## config.mk

```make
export PLATFORM = sky130hd
export DESIGN_NAME = sub_result_bcd_converter
export DESIGN_NICKNAME = d
export VERILOG_FILES = /design/src/rtl/sub_result_bcd_converter.sv
export SDC_FILE = /design/constraint.sdc
export NUM_CORES = 1
export LEC_CHECK = 0
export CAP_MARGIN = 20
export CORE_MARGIN = 4
export CORE_UTILIZATION = 45
export CTS_CLUSTER_SIZE = 24
export DETAILED_ROUTE_END_ITERATION = 8
export MAX_ROUTING_LAYER = met4
export PLACE_DENSITY = 0.7
export SYNTH_ARGS = -nofsm -noshare
export SYNTH_HDL_FRONTEND = slang
export SYNTH_SLANG_ARGS = --single-unit
```

## constraint.sdc

```tcl
create_clock -name clk -period 1.3 [get_ports clk]
set_input_delay 0.26 -clock clk [delete_from_list [all_inputs] [get_ports clk]]
set_output_delay 0.26 -clock clk [all_outputs]
set_load 0.02 [all_outputs]
```

## src/rtl/sub_result_bcd_converter.sv

```systemverilog
// Signed {borrow,diff} to sign + 3-digit BCD converter.
// One double-dabble step per cycle; results are held until the next DONE.
module sub_result_bcd_converter #(
  parameter int WIDTH = 8
) (
  input  logic             clk,
  input  logic             reset,
  input  logic             start,
  input  logic [WIDTH-1:0] diff,
  input  logic             borrow,
  output logic             busy,
  output logic             done,
  output logic             sign,
  output logic [3:0]       bcd2,
  output logic [3:0]       bcd1,
  output logic [3:0]       bcd0,
  output logic             blank2,
  output logic             blank1
);

  typedef enum logic [1:0] {
    IDLE  = 2'd0,
    SHIFT = 2'd1,
    DONE  = 2'd2
  } state_t;

  state_t      state;
  logic        sign_r;
  logic [8:0]  mag;
  logic [11:0] acc;
  logic [3:0]  count;

  logic signed [WIDTH:0] raw;
  logic signed [8:0]     v_s;
  logic [8:0]            v;
  logic [8:0]            v_neg;
  logic [8:0]            mag_in;
  logic [11:0]           acc_adj;

  function automatic logic [3:0] add3(input logic [3:0] n);
    return (n >= 4'd5) ? n + 4'd3 : n;
  endfunction

  // borrow is the sign bit, so it also fills any bits above diff
  assign raw    = {borrow, diff};
  assign v_s    = 9'(raw);
  assign v      = v_s;
  assign v_neg  = ~v + 9'd1;
  assign mag_in = borrow ? v_neg : v;

  assign acc_adj = {add3(acc[11:8]),
                    add3(acc[7:4]),
                    add3(acc[3:0])};

  assign busy = (state != IDLE);

  always_ff @(posedge clk) begin
    if (reset) begin
      state  <= IDLE;
      sign_r <= 1'b0;
      mag    <= '0;
      acc    <= '0;
      count  <= '0;
      done   <= 1'b0;
      sign   <= 1'b0;
      bcd2   <= '0;
      bcd1   <= '0;
      bcd0   <= '0;
      blank2 <= 1'b1;
      blank1 <= 1'b1;
    end else begin
      done <= 1'b0;
      unique case (state)
        IDLE: begin
          if (start) begin
            sign_r <= borrow;
            mag    <= mag_in;
            acc    <= '0;
            count  <= '0;
            state  <= SHIFT;
          end
        end
        SHIFT: begin
          acc   <= {acc_adj[10:0], mag[8]};
          mag   <= {mag[7:0], 1'b0};
          count <= count + 4'd1;
          if (count == 4'd8) begin
            state <= DONE;
          end
        end
        DONE: begin
          sign   <= sign_r;
          bcd2   <= acc[11:8];
          bcd1   <= acc[7:4];
          bcd0   <= acc[3:0];
          blank2 <= (acc[11:8] == 4'd0);
          blank1 <= (acc[11:4] == 8'd0);
          done   <= 1'b1;
          state  <= IDLE;
        end
        default: begin
          state <= IDLE;
        end
      endcase
    end
  end

endmodule

```

==> Yosys cells after proc, flatten, opt, wreduce, memory -nomap -nowiden <==
Cells that the tools add are included.
W data, S select, Z words.
{ "word_totals": {"ff_bits": 44, "output_inout_bits": 17, "word_cells": 48} }
{ "op_classes": {"n_lt_le_gt_ge": 3, "addsub": 5, "bitwise_logic": 1, "reduce_logical": 8, "muxes": 14, "eq_ne": 5} }
{ "op_table": {"columns": ["operator", "count"], "rows": [
  ["$pmux W12 S2", 1],
  ["$mux W9", 2],
  ["$pmux W9 S2", 1],
  ["$ge A4 B3 Y1 const B", 3],
  ["$mux W12", 1],
  ["$mux W4", 3],
  ["$add A9 B1 Y9 const B", 1],
  ["$not A9 Y9", 1],
  ["$add A4 B2 Y4 const B", 2],
  ["$logic_not A8 Y1", 1],
  ["$pmux W4 S2", 1],
  ["$reduce_and A2 Y1", 3],
  ["$add A4 B1 Y4 const B", 1],
  ["$eq A4 B4 Y1 const B", 1],
  ["$logic_not A4 Y1", 1],
  ["$mux W2", 2],
  ["$ne A2 B2 Y1 const B", 2],
  ["$pmux W2 S2", 1],
  ["$reduce_bool A2 Y1", 2],
  ["$add A3 B2 Y3 const B", 1],
  ["$mux W3", 1],
  ["$eq A2 B1 Y1 const B", 1],
  ["$eq A2 B2 Y1 const B", 1],
  ["$logic_not A2 Y1", 1],
  ["$mux W1", 1]
]} }

==> Logic depth before layout (Yosys ltp) <==
{ "logic_depth": {"word_depth": 5, "mapped_depth": 6, "mapped_depth_nobuf": 6} }

==> Worst setup path before layout <==
Ideal clock, no wire load.
{ "synth_timing": {"kind": "register -> register", "start": "register acc[1]", "end": "register acc[2]", "setup_slack_ps": -152, "path_buffers": 0, "stages_incl_launch_ff": 7, "arrival_ps": 1377, "setup_ps": 74, "cell_sequence": "dfxtp_1 inv_1 ha_1 nand2b_1 a21oi_1 mux2_2 o21ai_0"} }
{ "synth_via": {"elab_chain_cells": 3, "elab_cells_between_ends": 4, "cone_classes": "add/sub (1); order compare (1); mux (2)"} }
{ "synth_lines": {"columns": ["item", "line", "source"], "rows": [
  ["start, declared", "30", "logic [11:0] acc;"],
  ["start signal, assigned", "84", "acc <= {acc_adj[10:0], mag[8]};"],
  ["$add A4 B2 Y4 / $ge A4 B3 Y1 (equally long branches)", "41", "return (n >= 4'd5) ? n + 4'd3 : n;"],
  ["$mux W4 *", "41", null],
  ["$pmux W12 S2 *", "73", "unique case (state)"]
]} }
Every way passes the cells marked *; elsewhere a longest branch is shown, timed or not.
A chain may end at the register's enable or synchronous reset.

==> Final worst setup path <==
{ "layout_timing": {"start": "register state[1]", "end": "register mag[6]"} }
{ "layout_via": {"elab_chain_cells": 3, "elab_cells_between_ends": 6, "cone_classes": "eq/ne (2); mux (1); reduce/logical (3)"} }
{ "layout_lines": {"columns": ["item", "line", "source"], "rows": [
  ["start, declared", "27", "state_t state;"],
  ["start signal, assigned", "59", "state <= IDLE;"],
  ["start signal, assigned", "80", "state <= SHIFT;"],
  ["start signal, assigned", "88", "state <= DONE;"],
  ["$eq A2 B1 Y1 / $logic_not A2 Y1 (equally long branches)", "73", null],
  ["$reduce_bool A2 Y1 (no source line) / $ne A2 B2 Y1 (equally long branches)", null, null],
  ["$reduce_and A2 Y1 (no source line)", null, null],
  ["end signal, assigned", "77", "mag <= mag_in;"],
  ["end signal, assigned", "85", "mag <= {mag[7:0], 1'b0};"],
  ["end, declared", "29", "logic [8:0] mag;"]
]} }
Parallel ways exist; a longest one is shown, timed or not.

==> results by group <==
Critical path
  • Worst-path cell with the longest stage delay: dfxtp_2
  • Worst reg2reg path startpoint: state[1]
  • CP peak stage delay: 0.33 ns
  • Crit. Startpoint: state[1]
  • Critical path cell sequence: or2_4, or2_4, or3_1, o221ai_1
  • Crit path DAT: 1.60 ns
  • Worst Path Required: 1.52 ns
  • CP Launch Type: flip-flop
  • Worst Reg-to-Reg Cells: 4
  • Crit Path Category: flip-flop to flip-flop
  • Crit path max fanout: 5
  • CP endpoint kind: flip-flop
  • CP most frequent cell: or2_4

Logic synthesis
  • Synth unique cells: 42
  • Cells after Synth: 243
  • Post-synthesis sequential area ratio: 0.435
  • Async SR Flop Fraction: 0
  • Yosys reg bits: 44
  • Synth warnings: 0
  • Synth Flop Type: dfxtp_1
  • Syn_area_per_cell: 8.34 um^2
  • Synthesized cell area: 2030 um^2
  • Synthesized Nets: 264
  • Number of synthesized flops with an enable pin: 0

Finish
  • Nets@finish: 336
  • Synth-to-layout area growth: 54.4%
  • Final cell count without fillers: 368
  • Fill cells: 324
  • Finished Cell Area: 3130 um^2
  • ANT cells: 0
  • Layout cells sized above 1: 0.415

Die
  • Die Y-Extent: 75.1 um
  • Starting density of the core: 0.466
  • CORE AREA: 4350 um^2
  • Die area: 5640 um^2
  • Row count: 24
  • Die Width: 75.1 um
  • Ports: 29

Place
  • Final GP Congestion: 0.850
  • IO buf count: 28
  • Placed insts: 352
  • Cell Area, Placed: 2720 um^2
  • Pre-CTS setup slack: -0.698 ns
  • DPL Wire Length: 3.48 mm

Outcome
  • Outcome: complete, but fails checks
  • Failing checks: negative setup slack

Global routing
  • Antenna violations before repair: 0
  • Overflow after GRT: 0
  • First-pass GRT wire length: 8.14 mm
  • Largest net degree at the start of global routing: 14
  • Vias in the first global route: 1834
  • All-layer global routing usage: 0.195

Clocking
  • CTS max path bufs: 2
  • CTS HTree Levels: 2
  • Clk Tree Root Cell: clkbuf_8
  • Num CTS Buffers: 5
  • CTS sink cnt: 44
  • CTS clk-pin slew, worst paths: 0.08 ns
  • Worst skew pair latency: 0.30 ns
  • CTS tree: built
  • # hold bufs at CTS: 0

Timing
  • Fin crit period: 1.38 ns
  • Clock skew: 0.00598 ns
  • Slew @ Worst Pin: 0.309 ns
  • Hold WS: 0.349 ns
  • Finish-stage setup viols: 12
  • Final hold vios: 0
  • Fmax achieved: 726 MHz
  • Crit share post-route: 1.06
  • Setup TNS: -0.411 ns
  • Slew HR: 0.793
  • Unrepaired setup endpoints after global routing: true
  • Final WS setup: -0.0776 ns
  • Slew Limit Fails: 0

Routing
  • DR WL/cell: 14.4 um
  • Via/cell ratio: 5.40
  • 1st-pass router iterations: 5
  • Antenna viol nets, final: 0
  • Detailed Route WL: 5.30 mm
  • Residual DRC: 0
  • Vias: 1986
  • DR iter-0 viols: 102

Min path
  • Worst min path class: primary input to flip-flop
  • Hold path start: diff[0]
  • WHS Path Cells: 4

Power
  • Power per cell area: 853 nW/um^2
  • Max VDD drop: 0.580 mV
  • Static Leak: 1.26 nW

Job
  • Max-Cap Viols: 0
power breakdown:
part	internal [W]	switching (W)	total (W)	leakage, nW
Sequential	0.00138	0.0000194	0.00140	0.361
Combinational	0.000194	0.000193	0.000387	0.849
Clock	0.000434	0.000454	0.000888	0.0455
worst max-delay path: cells and delay by family, from the launching register on:
| family | cells | cell delay (ns) |
|---|---|---|
| DFF | 1 | 0.33 |
| and+or+nand+nor | 3 | 0.82 |
| AOI/OAI and AO/OA | 1 | 0.15 |
stage by stage:
| step | util | power (W) |
|---|---|---|
| detailed placement | 0.625 | 0.00174 |
| global placement | 0.625 | 0.00173 |
| global route | 0.719 | 0.00277 |
| floorplan | - | 0.00158 |
| CTS | 0.664 | 0.00263 |
| finish | 0.719 | 0.00267 |
state kept, by name, summed over array words and instances, names as in the netlist:
name,cells
blank2,1
mag,9
acc,12
sign,1
bcd2,4
sign_r,1
state,2
blank1,1
bcd1,4
done,1
bcd0,4
count,4
kinds of logic after synthesis:
logic type                 share of synthesized area
buffers and inverters                         0.0549
adders and majority gates                     0.0556
AOI/OAI and AO/OA                              0.186
xor gates and xnor gates                      0.0389
muxes                                         0.0167
and+or+nand+nor                                0.214
DFF                                            0.435
final timing paths:
check        endpoint  slack, ns
max reg2reg    mag[6]      -0.08
max            mag[6]      -0.08
min            mag[0]       0.35
min reg2reg      sign       0.45
placed cells by master, fill, tap and decap left out, types with 2 or more instances in the layout:
master / instances
nor3_2: 2
o21ai_0: 3
dfxtp_2: 9
or3_1: 2
ha_2: 4
o221ai_1: 2
inv_1: 5
xor2_1: 4
nand2_1: 38
buf_2: 2
xnor2_2: 3
or2_4: 2
a21oi_1: 18
xnor2_1: 2
inv_4: 2
a22oi_1: 5
buf_6: 7
clkbuf_1: 2
o21ai_2: 5
buf_4: 46
dlygate4sd2_1: 16
nand3_2: 2
nor4_2: 2
nand3_1: 9
ha_4: 3
dfxtp_1: 35
nand4_1: 4
mux2_4: 3
nor2_1: 10
a222oi_1: 3
inv_2: 4
ha_1: 2
clkdlybuf4s50_1: 7
clkbuf_8: 6
or3_4: 2
a21oi_2: 6
nand2b_4: 4
o21ai_1: 5
a21oi_4: 3
o22ai_1: 2
layer usage:
metal	global-route usage	vias up	part of all wire
li1	-	986	-
met1	0.244	953	0.46
met2	0.306	38	0.49
met3	0.0414	9	0.032
met4	0.0791	0	0.023
met5	-	-	0
synthesized netlist by cell type (2+ instances only):
cell type | n | area share
inv_1 | 12 | 0.022
o221ai_1 | 2 | 0.0086
o22ai_1 | 2 | 0.0062
a22oi_1 | 6 | 0.022
nand3_1 | 11 | 0.027
o21ai_0 | 13 | 0.032
xnor2_1 | 5 | 0.022
clkbuf_1 | 11 | 0.020
nor2_1 | 10 | 0.019
ha_1 | 9 | 0.056
nand4_1 | 4 | 0.012
or3_1 | 4 | 0.012
nand2_1 | 40 | 0.074
a21oi_1 | 27 | 0.067
dfxtp_1 | 44 | 0.43
a222oi_1 | 3 | 0.015
nor4_1 | 2 | 0.0062
xor2_1 | 4 | 0.017
nor3_1 | 3 | 0.0074
o31ai_1 | 2 | 0.0074
buf_2 | 2 | 0.0049
nand2b_1 | 5 | 0.015
mux2_2 | 3 | 0.017
repair_timing:
action                                  4_1_cts  5_1_grt
pin swaps                                    12       16
gates resized for setup                      68       44
cloned                                        0        1
setup buffers                                 3        4
endpoints found under the setup margin       34       38
layout make-up:
cell class	instances	area [um^2]	share of cell area
Multi-Input combinational cell	172	1330	0.425
Sequential cell	44	892	0.285
Timing Repair Buffer	80	689	0.220
Clock buffer	8	90.1	0.0288
Inverter	12	62.6	0.0200
Tap cell	52	65.1	0.0208
(Power assumes the default switching activity.)
